**config.mk**
```make
export PLATFORM = sky130hd
export DESIGN_NAME = regfile_dump
export DESIGN_NICKNAME = d
export VERILOG_FILES = /design/src/rtl/regfile_dump.sv
export SDC_FILE = /design/constraint.sdc
export NUM_CORES = 2
export LEC_CHECK = 0
export CORE_AREA = 2 2 464 466
export CTS_BUF_LIST = sky130_fd_sc_hd__clkbuf_8
export DETAILED_ROUTE_END_ITERATION = 12
export DIE_AREA = 0 0 466 468
export SLEW_MARGIN = 10
export SYNTH_ARGS = -nofsm -noshare
export SYNTH_HDL_FRONTEND = slang
export SYNTH_SLANG_ARGS = --single-unit
```
**constraint.sdc**
```tcl
create_clock -name i_clk -period 5.3 [get_ports i_clk]
set_input_delay 1.06 -clock i_clk [delete_from_list [all_inputs] [get_ports i_clk]]
set_output_delay 1.06 -clock i_clk [all_outputs]
set_load 0.02 [all_outputs]
```
**src/rtl/regfile_dump.sv**
```systemverilog
// regfile_dump: RV32I register file with a valid/ready register dump engine; REGFILE_BYPASS_EN makes reads write-first
module regfile_dump #(
  parameter int DATA_W = 32,
  parameter int NUM_REGS = 32,
  parameter int DUMP_START = 0,
  localparam int AW = $clog2(NUM_REGS)
) (
  input  logic                             i_clk,
  input  logic                             i_rst,
  input  logic [AW-1:0]                    i_rs1_addr,
  output logic [DATA_W-1:0]                o_rs1_data,
  input  logic [AW-1:0]                    i_rs2_addr,
  output logic [DATA_W-1:0]                o_rs2_data,
  input  logic                             i_rd_wren,
  input  logic [AW-1:0]                    i_rd_addr,
  input  logic [DATA_W-1:0]                i_rd_data,
  output logic [NUM_REGS-1:0][DATA_W-1:0]  o_regs,
  input  logic                             i_dump_req,
  output logic                             o_dump_busy,
  output logic                             o_dump_valid,
  input  logic                             i_dump_ready,
  output logic [AW-1:0]                    o_dump_idx,
  output logic [DATA_W-1:0]                o_dump_data,
  output logic                             o_dump_last
);
  typedef enum logic [1:0] {IDLE, LOAD, SEND} state_t;
  state_t state, state_n;
  logic [NUM_REGS-1:0][DATA_W-1:0] regs;
  logic [AW-1:0] ptr;
  logic wr;
  assign wr = i_rd_wren && i_rd_addr != '0;
  function automatic logic [DATA_W-1:0] rd(input logic [AW-1:0] a);
`ifdef REGFILE_BYPASS_EN
    rd = (wr && i_rd_addr == a) ? i_rd_data : regs[a];
`else
    rd = regs[a];
`endif
  endfunction
  assign o_rs1_data = rd(i_rs1_addr);
  assign o_rs2_data = rd(i_rs2_addr);
  assign o_regs = regs;
  always_comb begin
    state_n = state;
    state_n = state == IDLE ? (i_dump_req ? LOAD : IDLE) :
              state == LOAD ? SEND :
              i_dump_ready ? (o_dump_last ? IDLE : LOAD) : SEND;
  end
  always_ff @(posedge i_clk) begin
    if (i_rst) begin
      state <= IDLE;
      regs <= '0;
      ptr <= '0;
      o_dump_busy <= 1'b0;
      o_dump_valid <= 1'b0;
      o_dump_last <= 1'b0;
      o_dump_idx <= '0;
      o_dump_data <= '0;
    end else begin
      state <= state_n;
      if (wr) regs[i_rd_addr] <= i_rd_data;
      case (state)
        IDLE: if (i_dump_req) begin
          ptr <= AW'(DUMP_START);
          o_dump_busy <= 1'b1;
        end
        LOAD: begin
          o_dump_idx <= ptr;
          o_dump_data <= rd(ptr);
          o_dump_valid <= 1'b1;
          o_dump_last <= ptr == AW'(NUM_REGS-1);
        end
        SEND: if (i_dump_ready) begin
          o_dump_valid <= 1'b0;
          if (o_dump_last) o_dump_busy <= 1'b0;
          else ptr <= ptr + 1'b1;
        end
        default: ;
      endcase
    end
  end
endmodule

```
# After elaboration in Yosys (flattened, before gate mapping)
# Cells that the tools add are included.
# totals
register_bits	1071
wordCells	85
# op_classes
n_addsub	1
order_cmp	5
n_eq_ne	7
n_mux	24
n_reduce_logical	9
# op_table
operator	count
1024-bit bitwise mux	1
32-bit binary-select mux with 5-bit select	3
32-bit demux with 5-bit select	1
32-bit two-way mux	4
5-bit by 6-bit less-than comparator with 1-bit output, second input constant	4
5-bit two-way mux	3
5-bit case mux with 2 select lines	1
2-bit inequality test, second input constant	4
4-bit AND reduction	2
1-bit two-way mux	6
2-bit two-way mux	3
5-bit by 1-bit adder with 5-bit output, second input constant	1
5-bit equality test, second input constant	1
5-bit by 1-bit >= comparator with 1-bit output, second input constant	1
5-bit nonzero test	1
1-bit case mux with 2 select lines	2
2-bit nonzero test	2
2-bit by 1-bit equality test with 1-bit output, second input constant	1
2-bit equality test, second input constant	1
1-bit logical AND	2
2-bit logical NOT	1
2-bit AND reduction	1

# Longest topological paths before layout
# logic_depth
depth_word	5
mapped_depth	9
mapped_depth_nobuf	5

# Least setup slack after synthesis
# No wires, ideal clock.
# synth_path
kind	input-to-output
start	in i_rs1_addr[0]
end	out o_rs1_data[10]
arrival_ns	3.050
required_ns	4.240
setup_slack_ns	1.190
cell_stages	5
n_path_buf	2
cell_sequence	buf_2 > clkbuf_1 > mux4_2 > mux4_2 > mux2_2
# synth_between
elab_chain_cells	2
# synth_rtl
element	line_no	rtl
start, declared	10	input logic [AW-1:0] i_rs1_addr,
32-bit binary-select mux with 5-bit select	36	rd = regs[a];
32-bit two-way mux (not written as such)	36	
end, declared	11	output logic [DATA_W-1:0] o_rs1_data,
# No other way between the ends. The select of a mux whose other input is x is not followed.

# Final worst setup path
# layout_path
start	in i_rs1_addr[0]
end	out o_rs1_data[22]
# The elaborated chain is that of the path after synthesis.

==> summary.txt <==
vias per cell = 6.15
postcts setup bufs = 0
DPL Wire Length = 299 mm
# rows = 170
fin crit share = 0.936
Bufs on Longest Clock Path = 3
Die Y = 468 um
post-synthesis sequential area ratio = 0.354
number of synthesized register bits = 1071
HP Class = flop to flop
vias in the first global route = 58100
post_cts resized = 0
clk slew on worst S/H paths = 0.06 ns
global-route wire length before repair = 543 mm
Syn Inst Count = 6327
syn nets = 6381
share of layout cells above drive strength 1 = 0.200
most common cell after layout, fill and taps aside = nand2_1
DRT Wirelength = 410 mm
maximum clock frequency = 202 MHz
commonest cells after routing, fill and taps aside = 1998 x nand2_1, 1145 x clkdlybuf4s50_1, 1069 x dfxtp_1
RSZ-0062 raised after global routing = false
endpoints failing hold = 0
CTS Sinks = 1071
post-route ant nets = 0
CTS Hold Bufs = 0
TritonRoute pass-1 iters = 7
Die W = 466 um
initial antenna violation count = 38
GRT Overall Usage = 0.362
hold_ws = 0.470 ns
IO Port Bufs = 1179
max cap viols = 0
crit start category = primary input
cts bufs inserted = 193
status = complete, no violations
fin area = 80000 um2
die area = 218000 um2
initial core utilization = 0.284
peak supply drop = 187 uV
filler cell count in the final layout = 21000
Mapped Avg Cell Area = 9.58 um2
fin. max-slew vios = 0
area post-placement = 75700 um2
Setup Skew = 0.0449 ns
CTS tree = done
H-tree depth = 4
io pins = 1180
CP Data Required Time = 4.24 ns
top cells by area, synth = dfxtp_1 35%, mux4_2 29%, nand2_1 13%, a21oi_1 8.3%, mux2i_1 4.2%
gpl congestion = 1.01
Yosys warning count = 0
per-cell routed wire length = 39.9 um
Final Critical Period = 4.96 ns
CP endpoint kind = output port
Post-synth ARST share = 0
Netlist Area Pre-Place = 60600 um2
largest net degree at the start of global routing = 147
area leader, netlist = dfxtp_1
number of synthesized flops with an enable pin = 0
nets@finish = 7301
crit path kind = primary input to output port
Leak = 24.7 nW
via count = 63100
worst-skew pair later-pin latency = 1.02 ns
initial DRC count = 9923
area share of the largest cell type after synthesis = 0.354
max_slew headroom = 0.129
Crit Path Max Fanout = 26
Setup TNS = 0 ns
clk root buf = clkbuf_8
ys flop type = dfxtp_1
area grow syn2layout = 31.9%
Unique masters post-synth = 39
Power Dens Cells = 235 nW/um2
WP data arrival = 3.90 ns
Design Power = 18.8 mW
global route overflow = 0
# setup viols final = 0
Core Region = 213000 um2
Worst-Margin Slew = 1.31 ns
DRC violations left = 0
## final cells by class
type | count | area, um2 | area share
tap | 2838 | 3550 | 0.0444
sequential | 1071 | 21400 | 0.268
inverter | 2 | 7.51 | 0.0000939
clock buffer | 247 | 3400 | 0.0425
antenna | 16 | 40.0 | 0.000501
multi-input combinational | 4561 | 36600 | 0.458
clock inverter | 100 | 778 | 0.00973
timing repair buffer | 1418 | 14100 | 0.177
## worst paths after layout
check                     start              to  slack, ns  cells past startpoint
setup / recovery  i_rs1_addr[0]  o_rs1_data[22]       0.34                      6
hold / removal    o_dump_idx[0]   o_dump_idx[0]       0.47                      2
setup reg to reg         ptr[3]  o_dump_data[4]       2.08                      5
hold reg to reg   o_dump_idx[0]   o_dump_idx[0]       0.47                      2
## synth_stat cells (all sizes together) (2+ instances only)
| library cell | count |
|---|---|
| a22oi | 194 |
| and4b | 3 |
| dfxtp | 1071 |
| and2 | 19 |
| nand2 | 2029 |
| nor2 | 24 |
| nor2b | 39 |
| nand3 | 33 |
| nand4b | 3 |
| a211oi | 2 |
| a21oi | 1000 |
| mux2i | 257 |
| xnor2 | 2 |
| buf | 196 |
| nand3b | 2 |
| nor3 | 7 |
| a21o | 33 |
| a31oi | 32 |
| mux2 | 64 |
| ha | 2 |
| inv | 2 |
| and4bb | 2 |
| clkbuf | 497 |
| mux4 | 768 |
| a32oi | 32 |
| nand2b | 5 |
## metrics by stage
step,setup slack (ns),utilization,cells
2_1_floorplan,1.19,-,6327
3_3_place_gp,0.416,0.355,9890
3_5_place_dp,0.401,0.355,9890
4_1_cts,0.396,0.375,10200
5_1_grt,0.306,0.375,10200
6_report,0.341,0.375,10300
## flip-flops by register name, summed over array words and instances, names as in the netlist
register,flops
o_dump_valid,1
state,2
ptr,5
o_dump_idx,5
o_regs,1024
o_dump_busy,1
o_dump_last,1
o_dump_data,32
## critical path, stage by stage
cell and delay, ns:
buf_8 0.21, buf_12 0.28, mux4_2 0.54, mux4_2 0.70
mux2_2 0.41, clkdlybuf4s50_1 0.57
## routing by layer
metal	track usage	wire length (um)	vias up
li1	-	-	24800
met1	0.456	152000	32000
met2	0.497	163000	5315
met3	0.176	65300	964
met4	0.209	28800	24
met5	0.00681	147	-
## logic make-up after synthesis
kind of cell | share of synthesized area
and+or+nand+nor | 0.140
DFF | 0.354
AOI/OAI and AO/OA | 0.119
muxes | 0.340
adders and majority gates | 0.000413
buffers and inverters | 0.0474
xor gates and xnor gates | 0.000289
## power by group
group | internal, mW | switching [mW] | total (mW) | leakage, nW
Clock | 4.76 | 3.98 | 8.74 | 2.35
Combinational | 0.616 | 1.17 | 1.78 | 13.7
Sequential | 8.11 | 0.125 | 8.23 | 8.63
(Power assumes the default switching activity.)
